### src/rtl/uart_tx_queue.sv
`default_nettype none
// ============================================================================
// uart_tx_queue : byte FIFO feeding an 8N1 UART transmitter (LSB first)
// Revision      : 1.0
// ============================================================================
module uart_tx_queue #(
   parameter int DEPTH        = 8,
   parameter int CLKS_PER_BIT = 16
) (
   input  logic                     clk,
   input  logic                     rst,
   input  logic                     valid,
   output logic                     ready,
   input  logic [7:0]               data,
   output logic                     uart_tx,
   output logic                     busy,
   output logic [$clog2(DEPTH):0]   count
);

   localparam int c_aw = $clog2(DEPTH);
   localparam int c_bw = $clog2(CLKS_PER_BIT);
   localparam logic [c_bw-1:0] c_baud_last = c_bw'(CLKS_PER_BIT - 1);
   localparam logic [c_aw:0]   c_full      = (c_aw+1)'(DEPTH);

   typedef enum logic [1:0] {IDLE, START, DATA, STOP} state_t;

   state_t            r_state;
   state_t            w_state_next;
   logic [7:0]        r_mem [DEPTH];
   logic [c_aw-1:0]   r_wr_ptr;
   logic [c_aw-1:0]   r_rd_ptr;
   logic [c_aw:0]     r_count;
   logic [c_bw-1:0]   r_baud;
   logic [c_bw-1:0]   w_baud_next;
   logic [2:0]        r_bit_idx;
   logic [2:0]        w_idx_next;
   logic [7:0]        r_shift;
   logic [7:0]        w_shift_next;
   logic              r_tx;
   logic              w_tx_next;
   logic              w_push;
   logic              w_pop;
   logic              w_baud_term;

   assign ready       = (r_count != c_full);
   assign w_push      = valid && ready;
   assign w_baud_term = (r_baud == c_baud_last);
   assign uart_tx     = r_tx;
   assign busy        = (r_state != IDLE) || (r_count != '0);
   assign count       = r_count;

   // Storage is never reset; entries are only read while count > 0.
   always_ff @(posedge clk) begin
      if (w_push) begin
         r_mem[r_wr_ptr] <= data;
      end
   end

   always_comb begin
      w_state_next = r_state;
      w_baud_next  = r_baud;
      w_idx_next   = r_bit_idx;
      w_shift_next = r_shift;
      w_pop        = 1'b0;
      w_tx_next    = 1'b1;
      if (r_state != IDLE) begin
         w_baud_next = w_baud_term ? '0 : r_baud + 1'b1;
      end
      case (r_state)
         IDLE: begin
            if (r_count != '0) begin
               w_pop        = 1'b1;
               w_state_next = START;
               w_shift_next = r_mem[r_rd_ptr];
               w_baud_next  = '0;
            end
         end
         START: begin
            if (w_baud_term) begin
               w_state_next = DATA;
               w_idx_next   = 3'd0;
            end
         end
         DATA: begin
            if (w_baud_term) begin
               w_shift_next = {1'b0, r_shift[7:1]};
               w_idx_next   = r_bit_idx + 3'd1;
               if (r_bit_idx == 3'd7) begin
                  w_state_next = STOP;
               end
            end
         end
         STOP: begin
            if (w_baud_term) begin
               // Chain straight into the next frame when more bytes wait.
               if (r_count != '0) begin
                  w_pop        = 1'b1;
                  w_state_next = START;
                  w_shift_next = r_mem[r_rd_ptr];
               end else begin
                  w_state_next = IDLE;
               end
            end
         end
         default: w_state_next = IDLE;
      endcase
      case (w_state_next)
         START:   w_tx_next = 1'b0;
         DATA:    w_tx_next = w_shift_next[0];
         default: w_tx_next = 1'b1;
      endcase
   end

   always_ff @(posedge clk or negedge rst) begin
      if (!rst) begin
         r_state   <= IDLE;
         r_wr_ptr  <= '0;
         r_rd_ptr  <= '0;
         r_count   <= '0;
         r_baud    <= '0;
         r_bit_idx <= '0;
         r_shift   <= '0;
         r_tx      <= 1'b1;
      end else begin
         r_state   <= w_state_next;
         r_baud    <= w_baud_next;
         r_bit_idx <= w_idx_next;
         r_shift   <= w_shift_next;
         r_tx      <= w_tx_next;
         if (w_push) begin
            r_wr_ptr <= r_wr_ptr + 1'b1;
         end
         if (w_pop) begin
            r_rd_ptr <= r_rd_ptr + 1'b1;
         end
         if (w_push && !w_pop) begin
            r_count <= r_count + 1'b1;
         end else if (w_pop && !w_push) begin
            r_count <= r_count - 1'b1;
         end
      end
   end

endmodule
`default_nettype wire

### config.mk
export PLATFORM = sky130hd
export DESIGN_NAME = uart_tx_queue
export DESIGN_NICKNAME = d
export VERILOG_FILES = /design/src/rtl/uart_tx_queue.sv
export SDC_FILE = /design/constraint.sdc
export NUM_CORES = 1
export LEC_CHECK = 0
export CAP_MARGIN = 20
export CORE_MARGIN = 8
export CORE_UTILIZATION = 64
export CTS_CLUSTER_DIAMETER = 80
export CTS_CLUSTER_SIZE = 20
export DETAILED_ROUTE_END_ITERATION = 12
export HOLD_SLACK_MARGIN = 0.08
export PLACE_DENSITY = 0.84
export SETUP_SLACK_MARGIN = 0.5
export SLEW_MARGIN = 10
export SYNTH_ARGS = -nofsm -noshare
export SYNTH_HDL_FRONTEND = slang
export SYNTH_SLANG_ARGS = --single-unit
export TNS_END_PERCENT = 20
### constraint.sdc
create_clock -name clk -period 5.3 [get_ports clk]
set_input_delay 1.06 -clock clk [delete_from_list [all_inputs] [get_ports clk]]
set_output_delay 1.06 -clock clk [all_outputs]
set_load 0.02 [all_outputs]
==> impl_metrics.env <==
export IMPL_postCtsHoldBufs=0
export IMPL_antenna_cells=0
export IMPL_avgSynthCellArea_um2=15.6
export IMPL_vias=2194
export IMPL_ys_seq_area_frac=0.657
export IMPL_routed_wl_met2_mm=3.66
export IMPL_worstMarginPinSlew_ns=0.936
export IMPL_cp_arrival_ns=3.53
export IMPL_clk_pin_slew_worst_paths_ns=0.09
export IMPL_drt_pass1_iter_count=4
export IMPL_place_congestion=0.789
export IMPL_fmax_ghz=0.304
export IMPL_clock_skew_ns=0.0103
export IMPL_ant_nets=0
export IMPL_synthToLayoutAreaGrowth_pct=11.7
export IMPL_async_flop_share=0.304
export IMPL_max_slew_margin=0.374
export IMPL_critPathSlowestCell="ha_1"
export IMPL_setup_ws_ns=2.01
export IMPL_ir_worst_vdd_v=0.000315
export IMPL_cts_tree="done"
export IMPL_grt_pass1_vias=2172
export IMPL_synth_most_common_cell="edfxtp_1"
export IMPL_synthDistinctLibCells=41
export IMPL_grt_max_degree=29
export IMPL_grtUsageTotal=0.173
export IMPL_crit_path_max_fanout=15
export IMPL_max_stage_delay_ns=0.47
export IMPL_clock_latency_ns=0.36
export IMPL_clock_sinks=92
export IMPL_drt_wl_total_mm=7.06
export IMPL_synthCells=256
export IMPL_dp_hpwl_mm=4.70
export IMPL_cts_made_buffers=9
export IMPL_root_buffer="clkbuf_8"
export IMPL_initial_core_util=0.667
export IMPL_drive_above_1_share=0.155
export IMPL_cp_start_kind="register"
export IMPL_ys_ff_latch=92
export IMPL_setup_viol=0
export IMPL_period_minus_slack_ns=3.29
export IMPL_drv_slew=0
export IMPL_cp_end_kind="register"
export IMPL_rsz0062_at_grt="false"
export IMPL_htreeDepth=3
export IMPL_wl_per_cell_um=19.7
export IMPL_io_buffers=17
export IMPL_min_period_over_period=0.621
export IMPL_first_iter_violations=165
export IMPL_hold_path_class="register to register"
export IMPL_cts_buffer_depth=2
export IMPL_power_mw=1.74
export IMPL_synthFlopType="edfxtp_1"
export IMPL_synth_commonest_cells="edfxtp_1, dfrtp_1, nand2_1"
export IMPL_leakagePower_nw=1.58
export IMPL_worstPathCellList="inv_1, ha_1, a41oi_1, or2_2, nor2_1, inv_1, ha_1, inv_1, ha_1, a21o_1, a21oi_1, xnor2_1, nor2_1, xor2_1"
export IMPL_cts_resized=0
export IMPL_dr_wl_met3_um=236
export IMPL_placed_cells_incl_taps=341
export IMPL_core_area_um2=5990
export IMPL_antenna_found_initial=0
export IMPL_fin_nets=303
export IMPL_cts_setup_buffers=0
export IMPL_place_ws_ns=2.06
export IMPL_die_area_um2=9030
export IMPL_die_x_um=95.0
export IMPL_ios=18
export IMPL_grt_pass1_wl_mm=11.4
export IMPL_synthTopCellsByArea="edfxtp_1, dfrtp_1, mux4_2"
export IMPL_vias_per_cell=6.11
export IMPL_synth_area_leader_cell="edfxtp_1"
export IMPL_synth_nets=280
export IMPL_drcViolationCount=0
export IMPL_final_cell_count_no_fill=359
export IMPL_fin_util=0.745
export IMPL_die_h_um=95.0
export IMPL_grt_ovfl_total=0
export IMPL_timing_final_hold_violations=0
export IMPL_path_class="register to register"
export IMPL_cp_required_ns=5.54
export IMPL_cap_viol_max_count=0
export IMPL_status="finished clean"
export IMPL_mappedNetlistArea_um2=4000
export IMPL_row_count=28
export IMPL_topRoutingLayerUsed="met4"
export IMPL_synth_edf_count=64
export IMPL_synth_top_area_share=0.481
export IMPL_wl_met1_mm=3.02
export IMPL_yosys_warnings=0
export IMPL_p_per_area_nw_per_um2=389
export IMPL_finalSetupTns_ns=0
layer usage:
metal | vias up | GRT usage
met1 | 1122 | 0.207
met5 | - | 0
li1 | 1027 | -
met4 | 0 | 0.0832
met2 | 36 | 0.289
met3 | 9 | 0.0440
through the flow:
step	instance area [um^2]	hold WS [ns]
3_5_place_dp	4220	0.487
2_1_floorplan	4000	0.451
6_report	4460	0.504
4_1_cts	4440	0.507
5_1_grt	4460	0.527
3_3_place_gp	4220	0.477
state kept, by name, summed over array words and instances (netlist names):
| signal | count |
|---|---|
| r_mem | 64 |
| r_shift | 8 |
| count | 4 |
| r_baud | 4 |
| r_bit_idx | 3 |
| r_rd_ptr | 3 |
| r_wr_ptr | 3 |
| r_state | 2 |
| uart_tx | 1 |
final timing paths:
| kind | start | to | slack [ns] | cells after the start |
|---|---|---|---|---|
| worst max register to register | r_state[1]$_DFF_PN0_ | count[3]$_DFFE_PN0P_ | 2.01 | 14 |
| worst min-delay path | r_bit_idx[2]$_DFFE_PN0P_ | r_bit_idx[2]$_DFFE_PN0P_ | 0.50 | 1 |
| min in group asynchronous | rst | r_baud[2]$_DFF_PN0_ | 1.08 | 2 |
| max in group asynchronous | rst | uart_tx$_DFF_PN1_ | 3.91 | 2 |
| worst max-delay path | r_state[1]$_DFF_PN0_ | count[3]$_DFFE_PN0P_ | 2.01 | 14 |
| worst min register to register | r_bit_idx[2]$_DFFE_PN0P_ | r_bit_idx[2]$_DFFE_PN0P_ | 0.50 | 1 |
where the power goes:
| part | switching (mW) | leakage [nW] | total [mW] | internal, mW |
|---|---|---|---|---|
| sequential | 0.0685 | 0.925 | 0.943 | 0.874 |
| clock | 0.240 | 0.106 | 0.507 | 0.267 |
| combinational | 0.160 | 0.551 | 0.289 | 0.128 |
| total | 0.469 | 1.58 | 1.74 | 1.27 |
cells by family (layout without fill, tap and decap cells):
| family | count (synthesis) | in the layout | share of synthesized area |
|---|---|---|---|
| multiplexers | 28 | 28 | 0.115 |
| XOR/XNOR | 8 | 8 | 0.0175 |
| AO/OA/AOI/OAI | 43 | 43 | 0.0802 |
| flip-flops | 92 | 92 | 0.657 |
| AND/OR/NAND/NOR | 56 | 56 | 0.0689 |
| buffers and inverters | 16 | 44 | 0.0191 |
| adder cells (fa/ha/maj) | 13 | 13 | 0.0426 |
worst max-delay path: cells and delay by family, from the launching register on:
kind	cells	cell delay, ns
fa+ha+maj	3	0.92
simple gates	3	0.70
compound gates	3	0.50
flops	1	0.45
buf+inv	3	0.31
xor+xnor	2	0.28
area by class of cell:
class	count	area (um^2)
Sequential cell	92	2620
Fill cell	377	1530
Multi-Input combinational cell	148	1300
Timing Repair Buffer	20	198
Clock buffer	10	128
Tap cell	75	93.8
Clock inverter	6	90.1
Inverter	8	30.0
cell usage in the layout (no fill, tap or decap), types with 4 or more instances in the layout:
cell and instances:
nand3_1 6, clkbuf_8 9, o21ai_0 17, mux2i_1 11, ha_1 12, a21oi_1 6, a22oi_1 6, clkdlybuf4s50_1 17
nand3b_1 4, inv_1 8, nand2_1 20, dfrtp_1 27, edfxtp_1 64, nor2_1 12, xnor2_1 6, mux4_2 14
(Power assumes the default switching activity.)
